<file path="config.mk">
export PLATFORM = sky130hd
export DESIGN_NAME = fixed_int_div
export DESIGN_NICKNAME = d
export VERILOG_FILES = /design/src/rtl/fixed_int_div.sv
export SDC_FILE = /design/constraint.sdc
export NUM_CORES = 1
export LEC_CHECK = 0
export CELL_PAD_IN_SITES_DETAIL_PLACEMENT = 1
export CELL_PAD_IN_SITES_GLOBAL_PLACEMENT = 1
export CORE_MARGIN = 2
export CORE_UTILIZATION = 39
export CTS_CLUSTER_DIAMETER = 80
export DETAILED_ROUTE_END_ITERATION = 12
export PLACE_DENSITY_LB_ADDON = 0.2
export SLEW_MARGIN = 20
export SYNTH_ARGS = -nofsm -noshare
export SYNTH_HDL_FRONTEND = slang
export SYNTH_SLANG_ARGS = --single-unit
</file>
<file path="constraint.sdc">
create_clock -name clk -period 2.8 [get_ports clk]
set_clock_uncertainty 0.1 [all_clocks]
set_input_delay 0.56 -clock clk [delete_from_list [all_inputs] [get_ports clk]]
set_output_delay 0.56 -clock clk [all_outputs]
set_load 0.01 [all_outputs]
</file>
<file path="src/rtl/fixed_int_div.sv">
// Signed fixed-point divider: sign/magnitude restoring division, one quotient bit
// per clock, with valid/ready handshakes on both the operand and result sides.
module fixed_int_div #(
    parameter int WIDTH         = 8,
    parameter int DEC_POINT_POS = 4
) (
    input  logic                 clk,
    input  logic                 rst,
    input  logic                 in_valid,
    output logic                 in_ready,
    input  logic [WIDTH-1:0]     A,
    input  logic [WIDTH-1:0]     B,
    output logic                 out_valid,
    input  logic                 out_ready,
    output logic [2*WIDTH-1:0]   Q,
    output logic [WIDTH-1:0]     Rem,
    output logic                 div_by_zero,
    output logic                 busy
);

    localparam int NW = WIDTH + DEC_POINT_POS;
    localparam int CW = $clog2(NW + 1);

    typedef enum logic [1:0] {IDLE, CALC, DONE} state_t;

    state_t            state, state_nxt;
    logic [CW-1:0]     cnt;
    logic              sign_q, sign_r;
    logic [WIDTH-1:0]  mag_b;
    logic [WIDTH-1:0]  rem_p;
    logic [NW-1:0]     num_p;
    logic              accept, last_iter, b_zero;
    logic [WIDTH:0]    trial, diff;
    logic              qbit;
    logic [WIDTH-1:0]  rem_nxt;
    logic [NW-1:0]     num_nxt;

    // The most negative input maps to 2^(WIDTH-1), which still fits unsigned.
    function automatic logic [WIDTH-1:0] magnitude(input logic [WIDTH-1:0] v);
        return v[WIDTH-1] ? (~v + WIDTH'(1)) : v;
    endfunction

    function automatic logic [2*WIDTH-1:0] signed_quot(input logic [NW-1:0] m, input logic s);
        logic signed [2*WIDTH-1:0] e;
        e = (2*WIDTH)'(m);
        return s ? -e : e;
    endfunction

    function automatic logic [WIDTH-1:0] signed_rem(input logic [WIDTH-1:0] m, input logic s);
        logic signed [WIDTH-1:0] e;
        e = m;
        return s ? -e : e;
    endfunction

    assign accept    = (state == IDLE) && in_valid;
    assign b_zero    = (B == '0);
    assign last_iter = (cnt == CW'(NW - 1));

    // Partial remainder stays below |B| <= 2^(WIDTH-1), so one extra bit covers the shift.
    always_comb begin
        trial   = {rem_p, num_p[NW-1]};
        diff    = trial - {1'b0, mag_b};
        qbit    = (trial >= {1'b0, mag_b});
        rem_nxt = qbit ? diff[WIDTH-1:0] : trial[WIDTH-1:0];
        num_nxt = {num_p[NW-2:0], qbit};
    end

    always_comb begin
        state_nxt = state;
        in_ready  = 1'b0;
        busy      = 1'b0;
        out_valid = 1'b0;
        case (state)
            IDLE: begin
                in_ready = 1'b1;
                if (in_valid) state_nxt = b_zero ? DONE : CALC;
            end
            CALC: begin
                busy = 1'b1;
                if (last_iter) state_nxt = DONE;
            end
            DONE: begin
                out_valid = 1'b1;
                if (out_ready) state_nxt = IDLE;
            end
            default: state_nxt = IDLE;
        endcase
    end

    always_ff @(posedge clk or posedge rst) begin
        if (rst) begin
            state <= IDLE;
            cnt   <= '0;
        end else begin
            state <= state_nxt;
            if (accept)             cnt <= '0;
            else if (state == CALC) cnt <= cnt + CW'(1);
        end
    end

    // The numerator shift register collects quotient bits as dividend bits leave it.
    always_ff @(posedge clk) begin
        if (accept) begin
            sign_q <= A[WIDTH-1] ^ B[WIDTH-1];
            sign_r <= A[WIDTH-1];
            mag_b  <= magnitude(B);
            num_p  <= NW'(magnitude(A)) << DEC_POINT_POS;
            rem_p  <= '0;
        end else if (state == CALC) begin
            num_p  <= num_nxt;
            rem_p  <= rem_nxt;
        end
    end

    always_ff @(posedge clk or posedge rst) begin
        if (rst) begin
            Q           <= '0;
            Rem         <= '0;
            div_by_zero <= 1'b0;
        end else if (accept && b_zero) begin
            Q           <= '0;
            Rem         <= '0;
            div_by_zero <= 1'b1;
        end else if (state == CALC && last_iter) begin
            Q           <= signed_quot(num_nxt, sign_q);
            Rem         <= signed_rem(rem_nxt, sign_r);
            div_by_zero <= 1'b0;
        end
    end

endmodule
</file>
# After elaboration in Yosys (flattened, before gate mapping)

Index checks and enable logic that the tools add are counted.

Word-level logic and storage cells: 59
Output and inout bits: 28
Register bits after elaboration: 61

Order comparisons: 1
Reductions and logical operators: 8
Add/sub/neg operators: 6
Equality and inequality tests: 6
Muxes and demuxes: 23
Bitwise gates (word level): 3

Operator list:

| cell                                                                   | number |
|---|---|
| 16-bit two-way mux                                                     | 3 |
| 8-bit two-way mux                                                      | 5 |
| 12-bit two-way mux                                                     | 2 |
| 8-bit by 1-bit adder with 8-bit output (second input constant)         | 2 |
| 12-bit negation with 16-bit output                                     | 1 |
| 8-bit inverter                                                         | 2 |
| 9-bit by 8-bit >= comparator with 1-bit output                         | 1 |
| 8-bit zero test                                                        | 1 |
| 2-bit two-way mux                                                      | 4 |
| 4-bit two-way mux                                                      | 2 |
| 8-bit negation                                                         | 1 |
| 8-bit subtractor                                                       | 1 |
| 7-bit two-way mux                                                      | 1 |
| 2-bit != test (second input constant)                                  | 3 |
| 2-bit one-hot mux with 3 select lines                                  | 1 |
| 1-bit two-way mux                                                      | 5 |
| 4-bit by 1-bit adder with 4-bit output (second input constant)         | 1 |
| 4-bit equality test (second input constant)                            | 1 |
| 2-bit nonzero test                                                     | 2 |
| 1-bit logical AND                                                      | 3 |
| 3-bit AND reduction                                                    | 1 |
| 2-bit by 1-bit equality test with 1-bit output (second input constant) | 1 |
| 2-bit equality test (second input constant)                            | 1 |
| 2-bit zero test                                                        | 1 |
| 1-bit XOR                                                              | 1 |

# Depth between registers and ports, before layout

Depth in word-level cells: 6
Mapped depth: 15
Gate-level depth less buffers: 13

# Worst setup path after synthesis

OpenSTA, ideal clock, no wires.

Path kind: reg2reg
Start: register rem_p[3]
End: register Q[10]
Arrival: 2.620 ns
Cell stages (with the launch flop): 15
Setup slack: -0.052 ns
Path buffers: 2
Setup time: 0.132 ns
Path through: dfxtp_1 ha_1 clkbuf_2 o21a_1 o2111ai_1 a31o_4 nand2_4 buf_6 inv_1 ha_1 nand2_1 or2_2 o21ai_0 xor2_1 o21ai_0

Word-level cells in the longest chain between the ends: 5

RTL lines:

| element                                        | line | source |
|---|---|---|
| from (decl)                                    | 30   | `logic [WIDTH-1:0] rem_p;` |
| from (signal assigned)                         | 111  | `rem_p <= rem_nxt;` |
| 9-bit by 8-bit >= comparator with 1-bit output | 63   | `qbit = (trial >= {1'b0, mag_b});` |
| 12-bit negation with 16-bit output             | 46   | `return s ? -e : e;` |
| 16-bit two-way mux                             | 46   |  |
| 16-bit two-way mux                             | 124  | `end else if (state == CALC && last_iter) begin` |
| 16-bit two-way mux                             | 120  | `end else if (accept && b_zero) begin` |
| to (signal assigned)                           | 125  | `Q <= signed_quot(num_nxt, sign_q);` |
| to (decl)                                      | 15   | `output logic [2*WIDTH-1:0] Q,` |

Every way passes these cells. The select of a mux whose other input is x is not followed.
A chain may end at the register's enable or synchronous reset.

# Worst setup path after layout

Start: register num_p[11]
End: register Rem[7]

Word-level cells in the longest chain between the ends: 6
Elaborated cells on any way between the ends: 7
Those cells by class: add/sub (2); order compare (1); mux (4)

RTL lines:

| element                                                                            | line   | source |
|---|---|---|
| from (decl)                                                                        | 31     | `logic [NW-1:0] num_p;` |
| from (signal assigned)                                                             | 107    | `num_p <= NW'(magnitude(A)) << DEC_POINT_POS;` |
| from (signal assigned)                                                             | 110    | `num_p <= num_nxt;` |
| 8-bit subtractor or 9-bit by 8-bit >= comparator with 1-bit output (tied branches) | 62, 63 |  |
| 8-bit two-way mux (*)                                                              | 64     | `rem_nxt = qbit ? diff[WIDTH-1:0] : trial[WIDTH-1:0];` |
| 8-bit negation                                                                     | 52     | `return s ? -e : e;` |
| 8-bit two-way mux (*)                                                              | 52     |  |
| 8-bit two-way mux (*)                                                              | 124    |  |
| 8-bit two-way mux (*)                                                              | 120    |  |
| to (signal assigned)                                                               | 126    | `Rem <= signed_rem(rem_nxt, sign_r);` |
| to (decl)                                                                          | 16     | `output logic [WIDTH-1:0] Rem,` |

Every way passes the cells marked *; elsewhere a longest branch is shown, timed or not. The select of a mux whose other input is x is not followed.

==> flow_summary.toml <==
[outcome]
status = "finished clean"

[pwr]
ir_worst_vdd_mv = 0.508
seq_power_share_pct = 26.4
p_leak_nw = 2.01
power_density_nw_per_um2 = 1330
power_switching_w = 0.00269
swShare_pct = 42.1
clockPowerShare_pct = 13.6
intPower_w = 0.00370
comb_power_share_pct = 60.0

[clocking]
cts_sinks = 61
path_clk_slew_ns = 0.08
cts_buffers = 9
cts_root_buf = "clkbuf_8"
cts_tree = "done"
h-tree-depth = 3
ctsLongestPathBuffers = 2
holdBufCountCts = 0
insertion_delay_ns = 0.34

[timing]
hold_violations = 0
clock.fmax_mhz = 358
rsz0062_at_grt = "yes"
min_period_ns = 2.79
setup_viol = 0
tightestPinTransition_ns = 0.655
setup_ws_ns = 0.00956
timing.hold.ws_ns = 0.378
slew_headroom_pct = 56.2
finalCritPeriodShare_pct = 99.7
finalMaxSlewViolations = 0

[die]
fp-row-count = 34
coreArea_um2 = 8810
die_w_um = 99.8
dieHeight_um = 99.8
pin_count = 48
die-area_um2 = 9960
start_util_pct = 40.7

[place]
gp_congestion = 0.893
dp_hpwl_mm = 7.41
io_buffers = 47
place_ws_ns = 0.00197
placed_cell_area_um2 = 4360
placedCellCount = 541

[yosys]
synth.distinct_cells = 69
synthCells = 372
synth-edff-count = 18
syn_area_um2 = 3580
synthArstFlopShare_pct = 50.8
yosysSeqAreaShare_pct = 43.5
synth-main-ff-cell = "dfrtp_1"
ys_warn_count = 0
syn_avg_cell_area_um2 = 9.63
syn-num-nets = 406
ys_ff_latch = 61

[layout]
regArea_um2 = 1560
multi_input_area_um2 = 2020
layout_common_cells = "nand2_1 (55), clkdlybuf4s50_1 (47), o21ai_0 (46), buf_4 (35), dfrtp_1 (31)"
post-route-util_pct = 54.5
syn_to_final_growth_pct = 33.9
antennaDiodeCount = 0
fill_cells = 981
fin_cells = 565
layout.nets = 486
final_area_um2 = 4800
drive_above_1_share_pct = 20.8
final_common_cell = "nand2_1"

[grt]
grt_max_degree = 32
grt_pass1_vias = 3122
grt_pass1_wl_mm = 15.8
antenna_found_initial = 0
grt-ovfl-total = 0
grt_usage_pct = 20.3

[worst_setup_path]
path_class = "reg2reg"
worstSetupEndpointType = "flip-flop"
crit_fanout = 3
start_kind = "flip-flop"
cp.arrival_ns = 2.92
critical_path_required_ns = 2.93

[route]
drtIter0Drc = 111
via_per_inst = 5.44
drc_errors = 0
wl_per_cell_um = 17.8
antenna_left = 0
first_pass_iters = 4
routed_wl_mm = 10.1
vias = 3072

[min_path]
hold_path_class = "reg2reg"

[job]
maxCapViolations = 0
## layer usage
layer  GRT usage, %  vias up  part of all wire [%]
met4           6.32        0                   1.3
li1               -     1483                     -
met1           27.0     1519                    46
met3           2.99       11                   3.0
met5              0        -                     0
met2           34.5       59                    50
## metrics by stage
stage	TNS [ns]	total power, W
after global placement	0	0.00493
after floorplan	0	0.00369
final	0	0.00639
after CTS	0	0.00597
after global routing	-0.154	0.00684
after detailed placement	0	0.00503
## flip-flops by register name, summed over array words and instances (netlist names)
| signal | count |
|---|---|
| cnt | 4 |
| sign_q | 1 |
| rem_p | 8 |
| state | 2 |
| Q | 16 |
| mag_b | 8 |
| div_by_zero | 1 |
| sign_r | 1 |
| num_p | 12 |
| Rem | 8 |
## critical path, cell delays in order, from the launching register on
cell and delay, ns:
edfxtp_1 0.44, inv_1 0.09, ha_2 0.19, inv_2 0.05, fa_2 0.39, a211oi_4 0.27, buf_4 0.15, nor2_2 0.06
xnor2_4 0.20, nor3_2 0.07, a311o_1 0.36, o211a_1 0.13, o31ai_1 0.18
## synth_stat cells, types with 3 or more instances
cell | number | share of area, %
nor4b_1 | 3 | 0.73
o31ai_1 | 8 | 1.7
nand3b_1 | 3 | 0.63
ha_1 | 13 | 4.5
nor2b_1 | 3 | 0.52
nor3_1 | 3 | 0.42
nand3_1 | 14 | 2.0
edfxtp_1 | 18 | 15
mux2i_1 | 4 | 1.1
dfxtp_1 | 12 | 6.7
a21oi_1 | 6 | 0.84
o21ai_1 | 3 | 0.42
inv_1 | 22 | 2.3
a21o_1 | 6 | 1.3
nor2_1 | 12 | 1.3
a22o_1 | 4 | 0.98
nand2b_1 | 5 | 0.87
xnor2_1 | 20 | 4.9
clkbuf_1 | 10 | 1.0
nand2_1 | 55 | 5.8
dfrtp_1 | 31 | 22
xor2_1 | 14 | 3.4
o211ai_1 | 3 | 0.63
o21ai_0 | 48 | 6.7
or3_1 | 4 | 0.70
## layout make-up
type	instances	share of cell area, %
sequential	61	32.5
clock inverter	2	0.365
tap	108	2.82
timing repair buffer	84	16.0
clock buffer	14	4.49
inverter	23	1.80
multi-input combinational	273	42.1
## power by group through the flow
stage	clock (W)	combinational [W]	sequential, W
2_1_floorplan	0	0.00200	0.00169
3_3_place_gp	0	0.00327	0.00166
3_5_place_dp	0	0.00335	0.00169
4_1_cts	0.000887	0.00341	0.00167
5_1_grt	0.000916	0.00418	0.00174
6_report	0.000870	0.00383	0.00168
## cells by family after synthesis
logic type,Yosys count,synth area share (%)
AO/OA/AOI/OAI,103,20.0
XOR/XNOR,35,9.08
adder cells (fa/ha/maj),14,5.10
buffers and inverters,38,4.30
flip-flops,61,43.5
multiplexers,6,2.13
AND/OR/NAND/NOR,115,15.9
## final timing paths
path                            startpoint      to  slack (ns)  cells after the start
worst max-delay path             num_p[11]  Rem[7]        0.01                     12
worst min-delay path                 Q[13]   Q[13]        0.38                      1
worst max register to register   num_p[11]  Rem[7]        0.01                     12
worst min register to register       Q[13]   Q[13]        0.38                      1
max in group asynchronous              rst  Rem[6]        1.80                      3
min in group asynchronous              rst    Q[2]        0.50                      3
## timing repair
action / CTS / global route
pin swaps: 1 / 14
hold endpoints to repair: 0 / 0
buffers inserted: 0 / 8
gates resized for setup: 4 / 27
endpoints found under the setup margin: 1 / 5
Note: power is estimated with default switching activity, not from simulation.
